<file path="src/rtl/mem_arbiter_pkg.sv">
// Shared types for the byte-wide RAM arbiter: FSM state and requester (owner) encodings.
package mem_arbiter_pkg;

  typedef enum logic [1:0] {
    StIdle = 2'd0,
    StLo   = 2'd1,
    StHi   = 2'd2,
    StResp = 2'd3
  } state_e;

  typedef enum logic {
    OwnF = 1'b0,
    OwnE = 1'b1
  } owner_e;

endpackage

</file>
<file path="src/rtl/mem_arb_grant.sv">
// Combinational 2-way grant between prefetch (F) and execution unit (E).
// MEM_ARB_RR_EN selects round-robin on contention; otherwise fixed E-over-F priority.
module mem_arb_grant
  import mem_arbiter_pkg::*;
(
  input  logic   f_req_i,
  input  logic   e_req_i,
`ifdef MEM_ARB_RR_EN
  input  owner_e last_owner_i,
`endif
  output logic   gnt_valid_o,
  output owner_e gnt_owner_o
);

  always_comb begin
    gnt_valid_o = f_req_i | e_req_i;
    gnt_owner_o = OwnF;
`ifdef MEM_ARB_RR_EN
    if (f_req_i && e_req_i) begin
      // Contended: whoever did not win last time goes now.
      gnt_owner_o = (last_owner_i == OwnE) ? OwnF : OwnE;
    end else if (e_req_i) begin
      gnt_owner_o = OwnE;
    end
`else
    if (e_req_i) begin
      gnt_owner_o = OwnE;
    end
`endif
  end

endmodule

</file>
<file path="src/rtl/mem_arbiter.sv">
// Shares a byte-wide single-port RAM between prefetch (F) and EU (E), splitting 16-bit accesses
// into two little-endian byte cycles. Define MEM_ARB_RR_EN for round-robin grant on contention.
module mem_arbiter
  import mem_arbiter_pkg::*;
#(
  parameter int unsigned ADDR_W = 20
) (
  input  logic              clk,
  input  logic              rst,
  input  logic              f_req,
  input  logic              f_word,
  input  logic [ADDR_W-1:0] f_addr,
  output logic [15:0]       f_rdata,
  output logic              f_done,
  input  logic              e_req,
  input  logic              e_we,
  input  logic              e_word,
  input  logic [ADDR_W-1:0] e_addr,
  input  logic [15:0]       e_wdata,
  output logic [15:0]       e_rdata,
  output logic              e_done,
  output logic              ram_rd_en,
  output logic [ADDR_W-1:0] ram_rd_addr,
  input  logic [7:0]        ram_rd_data,
  output logic              ram_wr_en,
  output logic [ADDR_W-1:0] ram_wr_addr,
  output logic [7:0]        ram_wr_data
);

  state_e              state_q, state_d;
  owner_e              owner_q, owner_d;
  logic [ADDR_W-1:0]   addr_q, addr_d;
  logic                word_q, word_d;
  logic                we_q, we_d;
  logic [15:0]         wdata_q, wdata_d;
  logic [15:0]         f_rdata_q, f_rdata_d;
  logic [15:0]         e_rdata_q, e_rdata_d;

  logic                gnt_valid;
  owner_e              gnt_owner;

`ifdef MEM_ARB_RR_EN
  owner_e              last_owner_q, last_owner_d;

  mem_arb_grant u_grant (
    .f_req_i      (f_req),
    .e_req_i      (e_req),
    .last_owner_i (last_owner_q),
    .gnt_valid_o  (gnt_valid),
    .gnt_owner_o  (gnt_owner)
  );
`else
  mem_arb_grant u_grant (
    .f_req_i     (f_req),
    .e_req_i     (e_req),
    .gnt_valid_o (gnt_valid),
    .gnt_owner_o (gnt_owner)
  );
`endif

  always_comb begin
    state_d   = state_q;
    owner_d   = owner_q;
    addr_d    = addr_q;
    word_d    = word_q;
    we_d      = we_q;
    wdata_d   = wdata_q;
    f_rdata_d = f_rdata_q;
    e_rdata_d = e_rdata_q;
`ifdef MEM_ARB_RR_EN
    last_owner_d = last_owner_q;
`endif
    unique case (state_q)
      StIdle: begin
        if (gnt_valid) begin
          state_d = StLo;
          owner_d = gnt_owner;
`ifdef MEM_ARB_RR_EN
          last_owner_d = gnt_owner;
`endif
          if (gnt_owner == OwnE) begin
            addr_d  = e_addr;
            word_d  = e_word;
            we_d    = e_we;
            wdata_d = e_wdata;
          end else begin
            addr_d  = f_addr;
            word_d  = f_word;
            we_d    = 1'b0;
            wdata_d = 16'h0000;
          end
        end
      end
      StLo: begin
        state_d = word_q ? StHi : StResp;
        // Upper byte cleared here; a word access overwrites it in StHi.
        if (!we_q) begin
          if (owner_q == OwnE) e_rdata_d = {8'h00, ram_rd_data};
          else                 f_rdata_d = {8'h00, ram_rd_data};
        end
      end
      StHi: begin
        state_d = StResp;
        if (!we_q) begin
          if (owner_q == OwnE) e_rdata_d[15:8] = ram_rd_data;
          else                 f_rdata_d[15:8] = ram_rd_data;
        end
      end
      StResp: begin
        state_d = StIdle;
      end
      default: state_d = StIdle;
    endcase
  end

  always_ff @(posedge clk or posedge rst) begin
    if (rst) begin
      state_q   <= StIdle;
      owner_q   <= OwnF;
      addr_q    <= '0;
      word_q    <= 1'b0;
      we_q      <= 1'b0;
      wdata_q   <= 16'h0000;
      f_rdata_q <= 16'h0000;
      e_rdata_q <= 16'h0000;
    end else begin
      state_q   <= state_d;
      owner_q   <= owner_d;
      addr_q    <= addr_d;
      word_q    <= word_d;
      we_q      <= we_d;
      wdata_q   <= wdata_d;
      f_rdata_q <= f_rdata_d;
      e_rdata_q <= e_rdata_d;
    end
  end

`ifdef MEM_ARB_RR_EN
  always_ff @(posedge clk or posedge rst) begin
    if (rst) last_owner_q <= OwnF;
    else     last_owner_q <= last_owner_d;
  end
`endif

  logic              active;
  logic              hi;
  logic [ADDR_W-1:0] byte_addr;

  // RAM side decodes from registered state only, never from the request inputs.
  always_comb begin
    hi          = (state_q == StHi);
    active      = (state_q == StLo) || hi;
    byte_addr   = hi ? addr_q + ADDR_W'(1) : addr_q;
    ram_rd_en   = active & ~we_q;
    ram_wr_en   = active & we_q;
    ram_rd_addr = ram_rd_en ? byte_addr : '0;
    ram_wr_addr = ram_wr_en ? byte_addr : '0;
    ram_wr_data = ram_wr_en ? (hi ? wdata_q[15:8] : wdata_q[7:0]) : 8'h00;
    f_done      = (state_q == StResp) && (owner_q == OwnF);
    e_done      = (state_q == StResp) && (owner_q == OwnE);
    f_rdata     = f_rdata_q;
    e_rdata     = e_rdata_q;
  end

endmodule

</file>
<file path="config.mk">
export PLATFORM = sky130hd
export DESIGN_NAME = mem_arbiter
export DESIGN_NICKNAME = d
export VERILOG_FILES = /design/src/rtl/mem_arbiter_pkg.sv /design/src/rtl/mem_arb_grant.sv /design/src/rtl/mem_arbiter.sv
export SDC_FILE = /design/constraint.sdc
export NUM_CORES = 1
export LEC_CHECK = 0
export ABC_AREA = 1
export CAP_MARGIN = 20
export CORE_UTILIZATION = 45
export CTS_CLUSTER_SIZE = 40
export DETAILED_ROUTE_END_ITERATION = 7
export MAX_ROUTING_LAYER = met4
export PLACE_DENSITY_LB_ADDON = 0.25
export SLEW_MARGIN = 10
export SYNTH_ARGS = -nofsm -noshare
export SYNTH_HDL_FRONTEND = slang
export SYNTH_SLANG_ARGS = --single-unit
</file>
<file path="constraint.sdc">
create_clock -name clk -period 2.59 [get_ports clk]
set_clock_uncertainty 0.05 [all_clocks]
set_input_delay 0.518 -clock clk [delete_from_list [all_inputs] [get_ports clk]]
set_output_delay 0.518 -clock clk [all_outputs]
set_load 0.005 [all_outputs]
</file>
; Yosys cells after proc, flatten, opt, wreduce, memory -nomap -nowiden
; Cells that the tools add are included.
[word_totals]
ff_bits = 73
in_bits = 71
out_inout_bits = 84
wordCells = 59
[classes]
n_addsub = 1
n_eq_ne = 10
n_mux = 23
n_bitwise = 5
n_reduce_logical = 10
[op_table]
columns = op, count
row1 = two-way mux 16 bit, 5
row2 = two-way mux 20 bit, 4
row3 = two-way mux 8 bit, 6
row4 = one-hot mux 8 bit (2 select lines), 2
row5 = "adder 20 x 1 -> 20 bit, second input constant", 1
row6 = "!= test 2 bit, second input constant", 7
row7 = AND reduction 5 bit, 2
row8 = one-hot mux 2 bit (4 select lines), 1
row9 = AND reduction 3 bit, 2
row10 = "== test 2 bit, second input constant", 2
row11 = two-way mux 1 bit, 4
row12 = bitwise AND 1 bit, 2
row13 = "== test 2 x 1 -> 1 bit, second input constant", 1
row14 = logical AND 1 bit, 2
row15 = logical NOT 2 bit, 1
row16 = two-way mux 2 bit, 1
row17 = inverter 1 bit, 2
row18 = AND reduction 2 bit, 1
row19 = nonzero test 2 bit, 1
row20 = logical OR 1 bit, 1
row21 = OR 1 bit, 1

; Longest topological paths before layout
; Gate-level depths: netlist (run 1).
[depth]
ltp_word = 4
mapped_depth = 10
ltp_nobuf = 10

; Modules after synthesis
; A second synthesis (run 1) with hierarchy kept.
[unflattened]
hier_cells = 544
hier_area_um2 = 4012.6
[by_module_without_submodules]
columns = module, n_inst, cells_per_inst, area_per_inst_um2, seq_area_each_um2
row1 = mem_arbiter, 1, 540, 3993.8, 1826.8
row2 = mem_arb_grant, 1, 4, 18.8, 0.0

; Worst setup path after synthesis (run 1)
; OpenSTA, ideal clock, no wires.
[synth_timing]
path_type = register to output
start = reg state_q[0]
end = out ram_rd_addr[10]
arrival_time_ps = 1418
t_required_ps = 2022
setup_slack_ps = 604
stages_incl_launch_ff = 10
path_buffers = 1
cell_sequence = dfrtp_1 inv_1 ha_1 buf_4 nand2_2 nor2_4 nand2_1 nor2_1 nand2_1 a21oi_1
[synth_via]
elab_chain_cells = 4
word_cells_on_any_way = 6
classes_between = 2 x eq/ne / 2 x mux / 1 x bitwise / 1 x reduce/logical
[synth_lines]
columns = element, line
row1 = from (decl), mem_arbiter.sv:30  ; state_e state_q, state_d;
row2 = from (signal assigned), mem_arbiter.sv:118  ; state_q <= StIdle;
row3 = from (signal assigned), mem_arbiter.sv:127  ; state_q <= state_d;
row4 = == test 2 x 1 -> 1 bit or == test 2 bit (tied branches), "mem_arbiter.sv:152, mem_arbiter.sv:151"
row5 = logical OR 1 bit, mem_arbiter.sv:152  ; active = (state_q == StLo) || hi;
row6 = bitwise AND 1 bit, mem_arbiter.sv:154  ; ram_rd_en = active & ~we_q;
row7 = two-way mux 20 bit (*), mem_arbiter.sv:156  ; ram_rd_addr = ram_rd_en ? byte_addr : '0;
row8 = to (decl), mem_arbiter.sv:23  ; output logic [ADDR_W-1:0] ram_rd_addr,
; Every way passes the cells marked *; elsewhere a longest branch is shown, timed or not.

; Worst setup path after layout (run 1)
[layout_timing]
start = reg state_q[0]
end = out ram_wr_data[5]
[layout_via]
elab_chain_cells = 4
word_cells_on_any_way = 6
classes_between = 2 x eq/ne / 2 x mux / 1 x bitwise / 1 x reduce/logical
[layout_lines]
columns = element, line
row1 = == test 2 x 1 -> 1 bit or == test 2 bit (tied branches), "mem_arbiter.sv:152, mem_arbiter.sv:151"
row2 = logical OR 1 bit, mem_arbiter.sv:152
row3 = bitwise AND 1 bit, mem_arbiter.sv:155  ; ram_wr_en = active & we_q;
row4 = two-way mux 8 bit (*), mem_arbiter.sv:158  ; ram_wr_data = ram_wr_en ? (hi ? wdata_q[15:8] : wdata_q[7:0]) : 8'h00;
row5 = to (decl), mem_arbiter.sv:27  ; output logic [7:0] ram_wr_data
; Marks and branches as above.

==> metrics.csv, run 1 <==
stage;metric;value;unit
finish;design_area;0.00632;mm2
clock_tree;cts_root_buf;clkbuf_8;
worst_setup_path;required;2.02;ns
detailed_routing;vias;4257;
global_route;grt_use_total;0.258;
clock_tree;h-tree-depth;3;
placement;hpwlAfterDp;8250;um
outcome;status;finished with violations;
die;die_y;97.3;um
worst_setup_path;critical_path_class;flop to primary output;
yosys;postSynthAreaPerCell;7.48;um2
power_and_ir_drop;powerDensity;1190;mW/mm2
sta;rsz0062_at_grt;true;
sta;slew_violations;0;
detailed_routing;wl;12300;um
worst_setup_path;end_kind;primary output;
clock_tree;tritoncts;yes;
global_route;antenna_found_initial;0;
clock_tree;cts.sinks;73;
die;core_area;0.00876;mm2
yosys;ys_types;27;
sta;timing.fmax;369;MHz
power_and_ir_drop;ir_worst_vdd;0.492;mV
sta;relSlewSlack;0.525;
finish;finalNetCount;801;
placement;place_area;0.00574;mm2
global_route;grt_pass1_wl;19200;um
yosys;yosys.cell_count.top_type;nand2_1;
yosys;synth_top_area_frac;0.447;
detailed_routing;avgRoutedWirePerCell;14.7;um
worst_hold_path;hold_class;flop to flop;
sta;timing.final.crit_share;1.05;
clock_tree;cts_buffers;9;
sta;fin_crit;2.71;ns
worst_setup_path;cp_cell_sequence;inv_2, buf_6, ha_4, nand2_2, clkinvlp_2, o21ai_0, a21oi_1, clkdlybuf4s50_1;
yosys;synth_nets;623;
outcome;violations;setup timing;
finish;area_delta_synth_final;54.6;%
sta;tns;-1.47;ns
clock_tree;clkTransAtPathRegs;0.09;ns
global_route;grt_max_degree;74;
yosys;async_flop_share;1.00;
yosys;netlist_instances;546;
worst_setup_path;cp_slowest_cell;clkdlybuf4s50_1;
detailed_routing;drt-initial-drc-count;222;
global_route;grt_pass1_vias;3981;
yosys;yosysTopAreaCell;dfrtp_1;
die;die-area;0.00947;mm2
yosys;synth_edf_count;0;
detailed_routing;viasPerCell;5.09;
die;start_util;0.466;
sta;worst_slack;-0.122;ns
yosys;yosys_register_bits;73;
yosys;syn_area;0.00409;mm2
sta;hold_viol_final;0;
worst_setup_path;arrival;2.14;ns
placement;io_buffers;154;
detailed_routing;ant_nets;0;
die;die_w;97.3;um
yosys;synth_commonest_cells;138 x nand2_1, 73 x dfrtp_1, 73 x inv_1;
finish;antennaDiodeCount;0;
run;maxCapViolCount;0;
worst_setup_path;slowest_delay;0.52;ns
yosys;synthTopCellsByArea;dfrtp_1 45%, nand2_1 13%, inv_1 6.7%, o21ai_0 6.4%, nor2_1 5.9%;
die;rows;34;
clock_tree;cts_buffer_depth;2;
sta;worstMarginPinSlew;0.712;ns
power_and_ir_drop;p_leak;3.09;nW
die;ioPinCount;155;
clock_tree;clock_latency;0.33;ns
finish;drive_gt1_frac;0.228;
sta;setup_viol;17;
global_route;overflow;0;
yosys;synthFlopType;dfrtp_1;
detailed_routing;drc_errors;0;
yosys;synth-warning-count;0;
worst_setup_path;startpoint_type;flop;
detailed_routing;drt_first_pass_iters;5;
placement;place.gp.congestion;0.916;
worst_setup_path;crit_fanout;4;
yosys;synth_seq_area_share;0.447;
==> registers in the layout, summed over array words and instances, names as in the netlist <==
name and flops:
owner_q 1, addr_q 20, f_rdata 16, e_rdata 16
state_q 2, we_q 1, wdata_q 16, word_q 1
==> worst paths after layout <==
path,from,to,slack [ns],cells after the start
setup / recovery,state_q[0],ram_wr_data[5],-0.12,8
max in group asynchronous,rst,addr_q[9],1.62,3
hold reg to reg,f_rdata[5],f_rdata[5],0.44,2
min in group asynchronous,rst,e_rdata[5],0.53,3
hold / removal,f_rdata[5],f_rdata[5],0.44,2
setup reg to reg,state_q[0],e_rdata[12],0.81,6
==> layout make-up <==
class / instances / area, um2
well taps: 108 / 135
repair buffers: 189 / 1800
inverters: 75 / 288
clock buffers: 9 / 124
fillers: 675 / 2450
flip-flops and latches: 73 / 1830
multi-input cells: 373 / 2080
repair inverters: 3 / 20.0
clock inverters: 6 / 42.5
==> repair_timing <==
item,CTS,global route
pin swaps,12,22
buffers inserted,15,12
hold buffers,0,0
resized for setup,105,97
setup endpoints to repair,49,45
gates cloned,4,0
==> worst max-delay path: cells and delay by family (launching register included) <==
family                   cells  cell delay, ns
flip-flops                   1            0.37
AND/OR/NAND/NOR              1            0.09
AO/OA/AOI/OAI                2            0.24
adder cells (fa/ha/maj)      1            0.26
buffers and inverters        4            0.86
==> cells in the final DEF, fill, tap and decap left out, types with 7 or more instances in the layout <==
cell / instances
buf_6: 12
clkbuf_2: 7
nor2_4: 19
a21oi_1: 13
clkbuf_8: 9
o21ai_2: 8
o21ai_0: 51
nor2_1: 43
nand2_1: 125
buf_4: 19
clkdlybuf4s50_1: 113
nand3_1: 27
nand2_2: 17
buf_2: 19
nor2_2: 12
dlymetal6s2s_1: 8
a31oi_1: 21
dfrtp_1: 71
inv_1: 67
a21oi_2: 8
==> per-layer routing <==
layer,vias to the layer above,share of wire,global-route usage
met4,0,0.015,0.0509
li1,2076,-,-
met2,163,0.49,0.420
met5,-,0,-
met3,15,0.061,0.0518
met1,2003,0.43,0.338
==> cell families after synthesis <==
| group | share of synthesized area |
|---|---|
| AOI/OAI and AO/OA | 0.143 |
| xor gates and xnor gates | 0.0171 |
| adders and majority gates | 0.0184 |
| buffers and inverters | 0.101 |
| DFF | 0.447 |
| muxes | 0.00245 |
| and+or+nand+nor | 0.271 |
==> where the power goes <==
part	internal, W	switching (W)
Clock	0.000346	0.000448
Combinational	0.00225	0.00239
Sequential	0.00167	0.000429
Total	0.00427	0.00326
==> stage by stage <==
stage | instances | hold slack [ns] | setup WS (ns) | util | power [W]
2_1_floorplan | 546 | 0.412 | 0.169 | - | 0.00397
3_3_place_gp | 794 | 0.416 | 0.0670 | 0.655 | 0.00572
3_5_place_dp | 794 | 0.426 | -0.00866 | 0.655 | 0.00584
4_1_cts | 828 | 0.448 | -0.127 | 0.696 | 0.00709
5_1_grt | 836 | 0.477 | -0.235 | 0.721 | 0.00808
6_report | 836 | 0.443 | -0.122 | 0.721 | 0.00753
(Power assumes the default switching activity.)
==> inputs of run 2 (changes only) <==
--- a/config.mk
+++ b/config.mk
@@ -7,12 +7,15 @@
 export LEC_CHECK = 0
 export ABC_AREA = 1
 export CAP_MARGIN = 20
+export CORE_MARGIN = 4
 export CORE_UTILIZATION = 45
 export CTS_CLUSTER_SIZE = 40
 export DETAILED_ROUTE_END_ITERATION = 7
+export HOLD_SLACK_MARGIN = 0.05
 export MAX_ROUTING_LAYER = met4
 export PLACE_DENSITY_LB_ADDON = 0.25
 export SLEW_MARGIN = 10
 export SYNTH_ARGS = -nofsm -noshare
 export SYNTH_HDL_FRONTEND = slang
 export SYNTH_SLANG_ARGS = --single-unit
+export TNS_END_PERCENT = 100
==> run 2 against run 1 <==
The run now ends clean. Sequential share of layout area rose by 0.91 points. Critical path depth fell by 1. Cell area fell by 3.0%. Setup slack improved by 0.15 ns. Maximum frequency rose by 5.7%. Clock power rose by 17%. Cell count fell by 1.6%. Global-route usage fell by 1.8 points. Power fell by 7.6%. Non-clock buffer count fell by 12. Via count fell by 1.2%. Critical path type unchanged. Critical endpoint is now ram_wr_en.
==> metrics.csv, run 2 (synthesized netlist as in run 1, its figures left out) <==
stage;metric;value;unit;change
outcome;status;completed;;
detailed_routing;avgRoutedWirePerCell;15.2;um;+3.0%
finish;finalNetCount;787;;-1.7%
power_and_ir_drop;ir_worst_vdd;0.693;mV;+41%
power_and_ir_drop;p_clk_frac;0.133;;+0.028
detailed_routing;vias;4208;;-1.2%
worst_setup_path;cp_slowest_cell;clkdlybuf4s50_1;;
worst_setup_path;required;2.02;ns;about the same
sta;worst_slack;0.0249;ns;+0.147 ns
sta;rsz0062_at_grt;true;;
finish;area_delta_synth_final;49.9;%;
clock_tree;cts_buffer_depth;2;;unchanged
sta;timing.fmax;390;MHz;+5.7%
clock_tree;h-tree-depth;3;;unchanged
worst_setup_path;path_buf_inv;5;;+1
worst_setup_path;crit_top_cell;buf_4;;
detailed_routing;drc_errors;0;;unchanged
finish;final_cell_mix;135 x nand2_1, 105 x clkdlybuf4s50_1, 70 x inv_1, 70 x dfrtp_1, 57 x nor2_1;;
detailed_routing;wl;12500;um;+1.4%
sta;fin_crit;2.57;ns;-0.147 ns
worst_hold_path;min-delay-start;e_rdata[6];;
clock_tree;clock_latency;0.34;ns;about the same
clock_tree;tritoncts;yes;;
worst_setup_path;cp-startpoint;state_q[0];;
worst_setup_path;startpoint_type;flop;;
power_and_ir_drop;p_int;0.00405;W;-5.0%
placement;hpwlAfterDp;8980;um;+8.8%
finish;top_register;addr_q;;
run;maxCapViolCount;0;;unchanged
worst_setup_path;timing.rr.start;state_q[0];;
worst_hold_path;hold_class;flop to flop;;
worst_setup_path;slowest_delay;0.50;ns;-0.02 ns
finish;drive_gt1_frac;0.140;;-0.0882
die;ioPinCount;155;;unchanged
die;die_y;103;um;+6.2%
clock_tree;holdBufCountCts;0;;unchanged
finish;largest_reg_flops;20;;unchanged
placement;dp_cells;797;;+0.38%
sta;worstMarginPinSlew;0.475;ns;-0.237 ns
sta;hold_viol_final;0;;unchanged
global_route;grt_use_total;0.240;;-0.0184
power_and_ir_drop;seqPwrFrac;0.303;;+0.025
global_route;grt_max_degree;74;;unchanged
power_and_ir_drop;p_comb_frac;0.564;;-0.052
clock_tree;cts.sinks;73;;unchanged
finish;antennaDiodeCount;0;;unchanged
global_route;antenna_found_initial;0;;unchanged
die;die_w;103;um;+6.2%
worst_setup_path;crit_fanout;5;;+1
power_and_ir_drop;powerDensity;1140;mW/mm2;-4.8%
worst_setup_path;arrival;2.00;ns;-0.14 ns
global_route;grt_pass1_vias;3915;;-1.7%
worst_setup_path;end_kind;primary output;;
detailed_routing;drt-initial-drc-count;196;;-12%
global_route;grt_pass1_wl;19400;um;+0.64%
power_and_ir_drop;p_sw_frac;0.417;;-0.0160
clock_tree;cts_root_buf;clkbuf_8;;
sta;setup_viol;0;;-17
worst_setup_path;critPathTopFamily;buffers and inverters;;
finish;stdcell_count;823;;-1.6%
die;core_area;0.00876;mm2;unchanged
sta;slew_violations;0;;unchanged
finish;final_common_cell;nand2_1;;
power_and_ir_drop;switchingPower;0.00290;W;-11%
placement;pre_cts_ws;-0.0192;ns;-0.0105 ns
die;rows;34;;unchanged
sta;relSlewSlack;0.681;;+0.156
die;die-area;0.0107;mm2;+13%
placement;place.gp.congestion;0.873;;-4.6%
clock_tree;clkTransAtPathRegs;0.09;ns;about the same
detailed_routing;viasPerCell;5.11;;+0.41%
detailed_routing;drt_first_pass_iters;6;;+1
placement;io_buffers;154;;unchanged
worst_setup_path;critical_path_class;flop to primary output;;
die;start_util;0.466;;unchanged
detailed_routing;ant_nets;0;;unchanged
sta;timing.final.crit_share;0.990;;-0.0566
global_route;overflow;0;;unchanged
power_and_ir_drop;p_leak;3.02;nW;-2.4%
worst_setup_path;cp_cell_sequence;inv_2, buf_4, ha_4, nand2_4, inv_6, buf_4, clkdlybuf4s50_1;;
clock_tree;cts_buffers;9;;unchanged
[run 2: changes by cell type in the layout (fill, tap and decap cells not counted), moves of 7 or more]
| cell | delta |
|---|---|
| dlygate4sd2_1 | +27 |
| buf_2 | -19 |
| nor2_1 | +14 |
| buf_6 | -12 |
| nand2_1 | +10 |
| nand2_2 | -10 |
| nor2_4 | -9 |
| clkdlybuf4s50_1 | -8 |
| clkdlybuf4s15_1 | +7 |
| dlymetal6s2s_1 | -7 |
[run 2: cell type report]
type                            instances  area [um2]
Fill cell                             722        2640
Multi-Input combinational cell        373        1940
Sequential cell                        73        1830
Timing Repair Buffer                  177        1730
Inverter                               75         287
Clock buffer                           11         141
Tap cell                              108         135
Clock inverter                          5        62.6
Timing Repair inverter                  1        5.00
[run 2: power groups by stage]
| stage | combinational, W | sequential [W] | clock, W |
|---|---|---|---|
| finish | 0.00392 | 0.00211 | 0.000928 |
| global route | 0.00434 | 0.00216 | 0.00100 |
| CTS | 0.00386 | 0.00209 | 0.000937 |
| detailed placement | 0.00387 | 0.00210 | 0 |
| global placement | 0.00378 | 0.00207 | 0 |
| floorplan | 0.00196 | 0.00201 | 0 |
[run 2: through the flow]
stage / utilization / total power [W] / hold slack (ns) / TNS [ns] / area (um2)
floorplan: - / 0.00397 / 0.412 / 0 / 4090
global placement: 0.659 / 0.00585 / 0.415 / 0 / 5780
detailed placement: 0.659 / 0.00597 / 0.419 / -0.0357 / 5780
CTS: 0.694 / 0.00689 / 0.440 / 0 / 6080
global route: 0.699 / 0.00750 / 0.455 / -0.132 / 6130
finish: 0.699 / 0.00696 / 0.438 / 0 / 6130
[run 2: worst min-delay path: stages, from the launching register on]
cell and delay [ns]:
dfrtp_1 0.35, nand2_1 0.06, o21ai_2 0.05
[run 2: worst paths after layout]
path | end | slack [ns] | cells after the start
max | ram_wr_en | 0.02 | 7
min | e_rdata[6] | 0.44 | 2
max reg2reg | f_rdata[12] | 0.81 | 6
min reg2reg | e_rdata[6] | 0.44 | 2
max in group asynchronous | addr_q[9] | 1.64 | 3
min in group asynchronous | e_rdata[1] | 0.53 | 3
[run 2: repair_timing]
action / 4_1_cts / 5_1_grt
buffers inserted: 4 / 3
resized for setup: 66 / 36
endpoints found under the setup margin: 48 / 33
pin swaps: 3 / 4
cloned: 2 / 1
[run 2: routing by layer]
layer	global-route usage	up-vias	part of all wire
met4	0.0667	0	0.011
met2	0.372	165	0.48
met3	0.0349	13	0.067
met5	-	-	0
li1	-	2048	-
met1	0.329	1982	0.44
==> inputs of run 3 (changes only) <==
--- a/config.mk
+++ b/config.mk
@@ -8,7 +8,7 @@
 export ABC_AREA = 1
 export CAP_MARGIN = 20
 export CORE_MARGIN = 4
-export CORE_UTILIZATION = 45
+export CORE_UTILIZATION = 48
 export CTS_CLUSTER_SIZE = 40
 export DETAILED_ROUTE_END_ITERATION = 7
 export HOLD_SLACK_MARGIN = 0.05
==> constraint.sdc (replaced) <==
create_clock -name clk -period 3.3 [get_ports clk]
set_clock_uncertainty 0.05 [all_clocks]
set_input_delay 0.66 -clock clk [delete_from_list [all_inputs] [get_ports clk]]
set_output_delay 0.66 -clock clk [all_outputs]
set_load 0.005 [all_outputs]
==> run 3 against run 2 <==
Sequential share of layout area increased by 0.99 points. Non-clock buffer count down 18. Die area decreased by 5.8%. Power shrank 24%. Combinational power fell by 24%. Core utilization up 1.8 points. Flip-flop and latch count unchanged. Critical path depth unchanged. Routed wire length is 6.5% lower. Register-to-register slack gained 0.19 ns. Cell area decreased by 3.3%. Critical path type unchanged. Largest power group unchanged. Highest routed layer unchanged.
==> metrics.csv, run 3 (synthesized netlist as in run 1, its figures left out) <==
stage;metric;value;unit;change
sta;rsz0062_at_grt;false;;
clock_tree;cts_buffer_depth;2;;unchanged
worst_setup_path;startpoint_type;flop;;
global_route;grt_pass1_wl;18700;um;-3.3%
clock_tree;holdBufCountCts;0;;unchanged
die;ioPinCount;155;;unchanged
outcome;status;completed;;
worst_setup_path;cp-startpoint;state_q[1];;
run;maxCapViolCount;0;;unchanged
finish;finalNetCount;770;;-2.2%
worst_setup_path;cp_cell_sequence;inv_1, ha_1, inv_1, nor2_4, clkinvlp_4, nor2_1, clkdlybuf4s50_1;;
detailed_routing;avgRoutedWirePerCell;14.5;um;-4.1%
die;start_util;0.495;;+0.0285
die;die_w;100;um;-2.9%
clock_tree;tritoncts;yes;;
sta;timing.final.crit_share;0.945;;
detailed_routing;wl;11700;um;-6.5%
global_route;grt_max_degree;47;;-36%
die;die-area;0.0101;mm2;-5.8%
detailed_routing;vias;4129;;-1.9%
worst_setup_path;path_buf_inv;4;;-1
global_route;grt_pass1_vias;4030;;+2.9%
placement;place.gp.congestion;0.929;;+6.4%
sta;hold_viol_final;0;;unchanged
worst_setup_path;required;2.59;ns;+0.57 ns
finish;top_register;addr_q;;
power_and_ir_drop;ir_worst_vdd;0.360;mV;-48%
clock_tree;clock_latency;0.34;ns;about the same
placement;hpwlAfterDp;8770;um;-2.3%
detailed_routing;drt-initial-drc-count;208;;+6.1%
worst_setup_path;arrival;2.41;ns;+0.41 ns
power_and_ir_drop;powerDensity;897;mW/mm2;-21%
finish;drive_gt1_frac;0.0846;;-0.0552
clock_tree;cts_root_buf;clkbuf_8;;
worst_setup_path;end_kind;primary output;;
worst_setup_path;timing.rr.start;state_q[1];;
worst_hold_path;hold_class;flop to flop;;
finish;final_common_cell;clkdlybuf4s50_1;;
sta;timing.fmax;321;MHz;
global_route;grt_use_total;0.237;;-0.00261
finish;final_cell_mix;153 x clkdlybuf4s50_1, 138 x nand2_1, 72 x dfrtp_1;;
detailed_routing;ant_nets;0;;unchanged
power_and_ir_drop;power;0.00531;W;-24%
global_route;antenna_found_initial;0;;unchanged
worst_setup_path;slowest_delay;0.51;ns;about the same
detailed_routing;drc_errors;0;;unchanged
sta;relSlewSlack;0.459;;-0.222
worst_hold_path;min-delay-start;e_rdata[4];;
die;rows;33;;-2.9%
clock_tree;cts.sinks;73;;unchanged
sta;tns;0;ns;unchanged
finish;antennaDiodeCount;0;;unchanged
detailed_routing;drt_first_pass_iters;5;;-1
sta;fin_crit;3.12;ns;
worst_setup_path;critPathTopFamily;buffers and inverters;;
clock_tree;cts_buffers;9;;unchanged
worst_setup_path;crit_top_cell;inv_1;;
clock_tree;clkTransAtPathRegs;0.08;ns;about the same
finish;largest_reg_flops;20;;unchanged
finish;area_delta_synth_final;44.9;%;
finish;stdcell_count;802;;-2.6%
placement;dp_cells;785;;-1.5%
die;die_y;100;um;-2.9%
placement;io_buffers;154;;unchanged
sta;setup_viol;0;;unchanged
power_and_ir_drop;p_leak;2.70;nW;-10%
worst_setup_path;critical_path_class;flop to primary output;;
worst_setup_path;cp_slowest_cell;clkdlybuf4s50_1;;
worst_setup_path;crit_fanout;10;;+5
global_route;overflow;0;;unchanged
die;core_area;0.00826;mm2;-5.8%
sta;worstMarginPinSlew;0.811;ns;+0.335 ns
clock_tree;h-tree-depth;3;;unchanged
sta;slew_violations;0;;unchanged
detailed_routing;viasPerCell;5.15;;+0.69%
==> run 3: cell count changes in the layout (fill, tap and decap cells not counted), moves of 3 or more <==
| cell | change |
|---|---|
| clkdlybuf4s15_1 | -7 |
| nor2_2 | -7 |
| nand2_1 | +3 |
| nor2_1 | +6 |
| clkinvlp_4 | +3 |
| clkdlybuf4s50_1 | +48 |
| clkbuf_2 | -8 |
| buf_4 | -14 |
| dlygate4sd2_1 | -33 |
==> run 3: area by class of cell <==
type                    instances  area (um2)
inverters                      75         287
well taps                     105         131
clock inverters                 3        23.8
clock buffers                  12         165
multi-input cells             373        1870
fillers                       669        2340
repair inverters                2        15.0
repair buffers                159        1600
flip-flops and latches         73        1830
==> run 3: worst paths after layout <==
kind,endpoint,slack (ns),cells past startpoint
max in group asynchronous,state_q[1],1.84,3
min reg2reg,e_rdata[4],0.44,2
min in group asynchronous,f_rdata[15],0.73,2
max reg2reg,addr_q[4],1.00,7
min,e_rdata[4],0.44,2
max,ram_rd_addr[8],0.18,7
==> run 3: routing by layer <==
metal  wire length, um  vias to the layer above  track usage  share of wire
li1                  -                     2015            -              -
met1              5280                     1954        0.320           0.45
met2              5460                      140        0.369           0.47
met3               687                       20       0.0354          0.059
met4               237                        0       0.0788          0.020
met5                 0                        -            -              0
==> run 3: through the flow <==
step	util	area (um2)	hold WS [ns]	setup slack (ns)
after global routing	0.717	5920	0.461	0.0530
after global placement	0.689	5690	0.414	0.454
after detailed placement	0.689	5690	0.426	0.358
final	0.717	5920	0.443	0.182
after floorplan	-	4090	0.412	0.737
after CTS	0.712	5880	0.446	0.0330
==> run 3: timing repair <==
item | 4_1_cts | 5_1_grt
hold endpoints to repair | 0 | 0
endpoints found under the setup margin | 1 | 24
setup buffers | 0 | 0
gates resized for setup | 1 | 10
cloned | 0 | 2
pin swaps | 0 | 0
==> run 3: power breakdown <==
part	total, W	switching [W]	internal [W]
Clock	0.000659	0.000326	0.000333
Sequential	0.00166	0.000351	0.00131
Combinational	0.00299	0.00153	0.00147
==> run 3: worst reg2reg max path: cells and delay by family (launching register included) <==
family          cells  cell delay [ns]
fa+ha+maj           1             0.58
simple gates        2             0.37
buf+inv             3             0.62
compound gates      1             0.15
flops               1             0.45
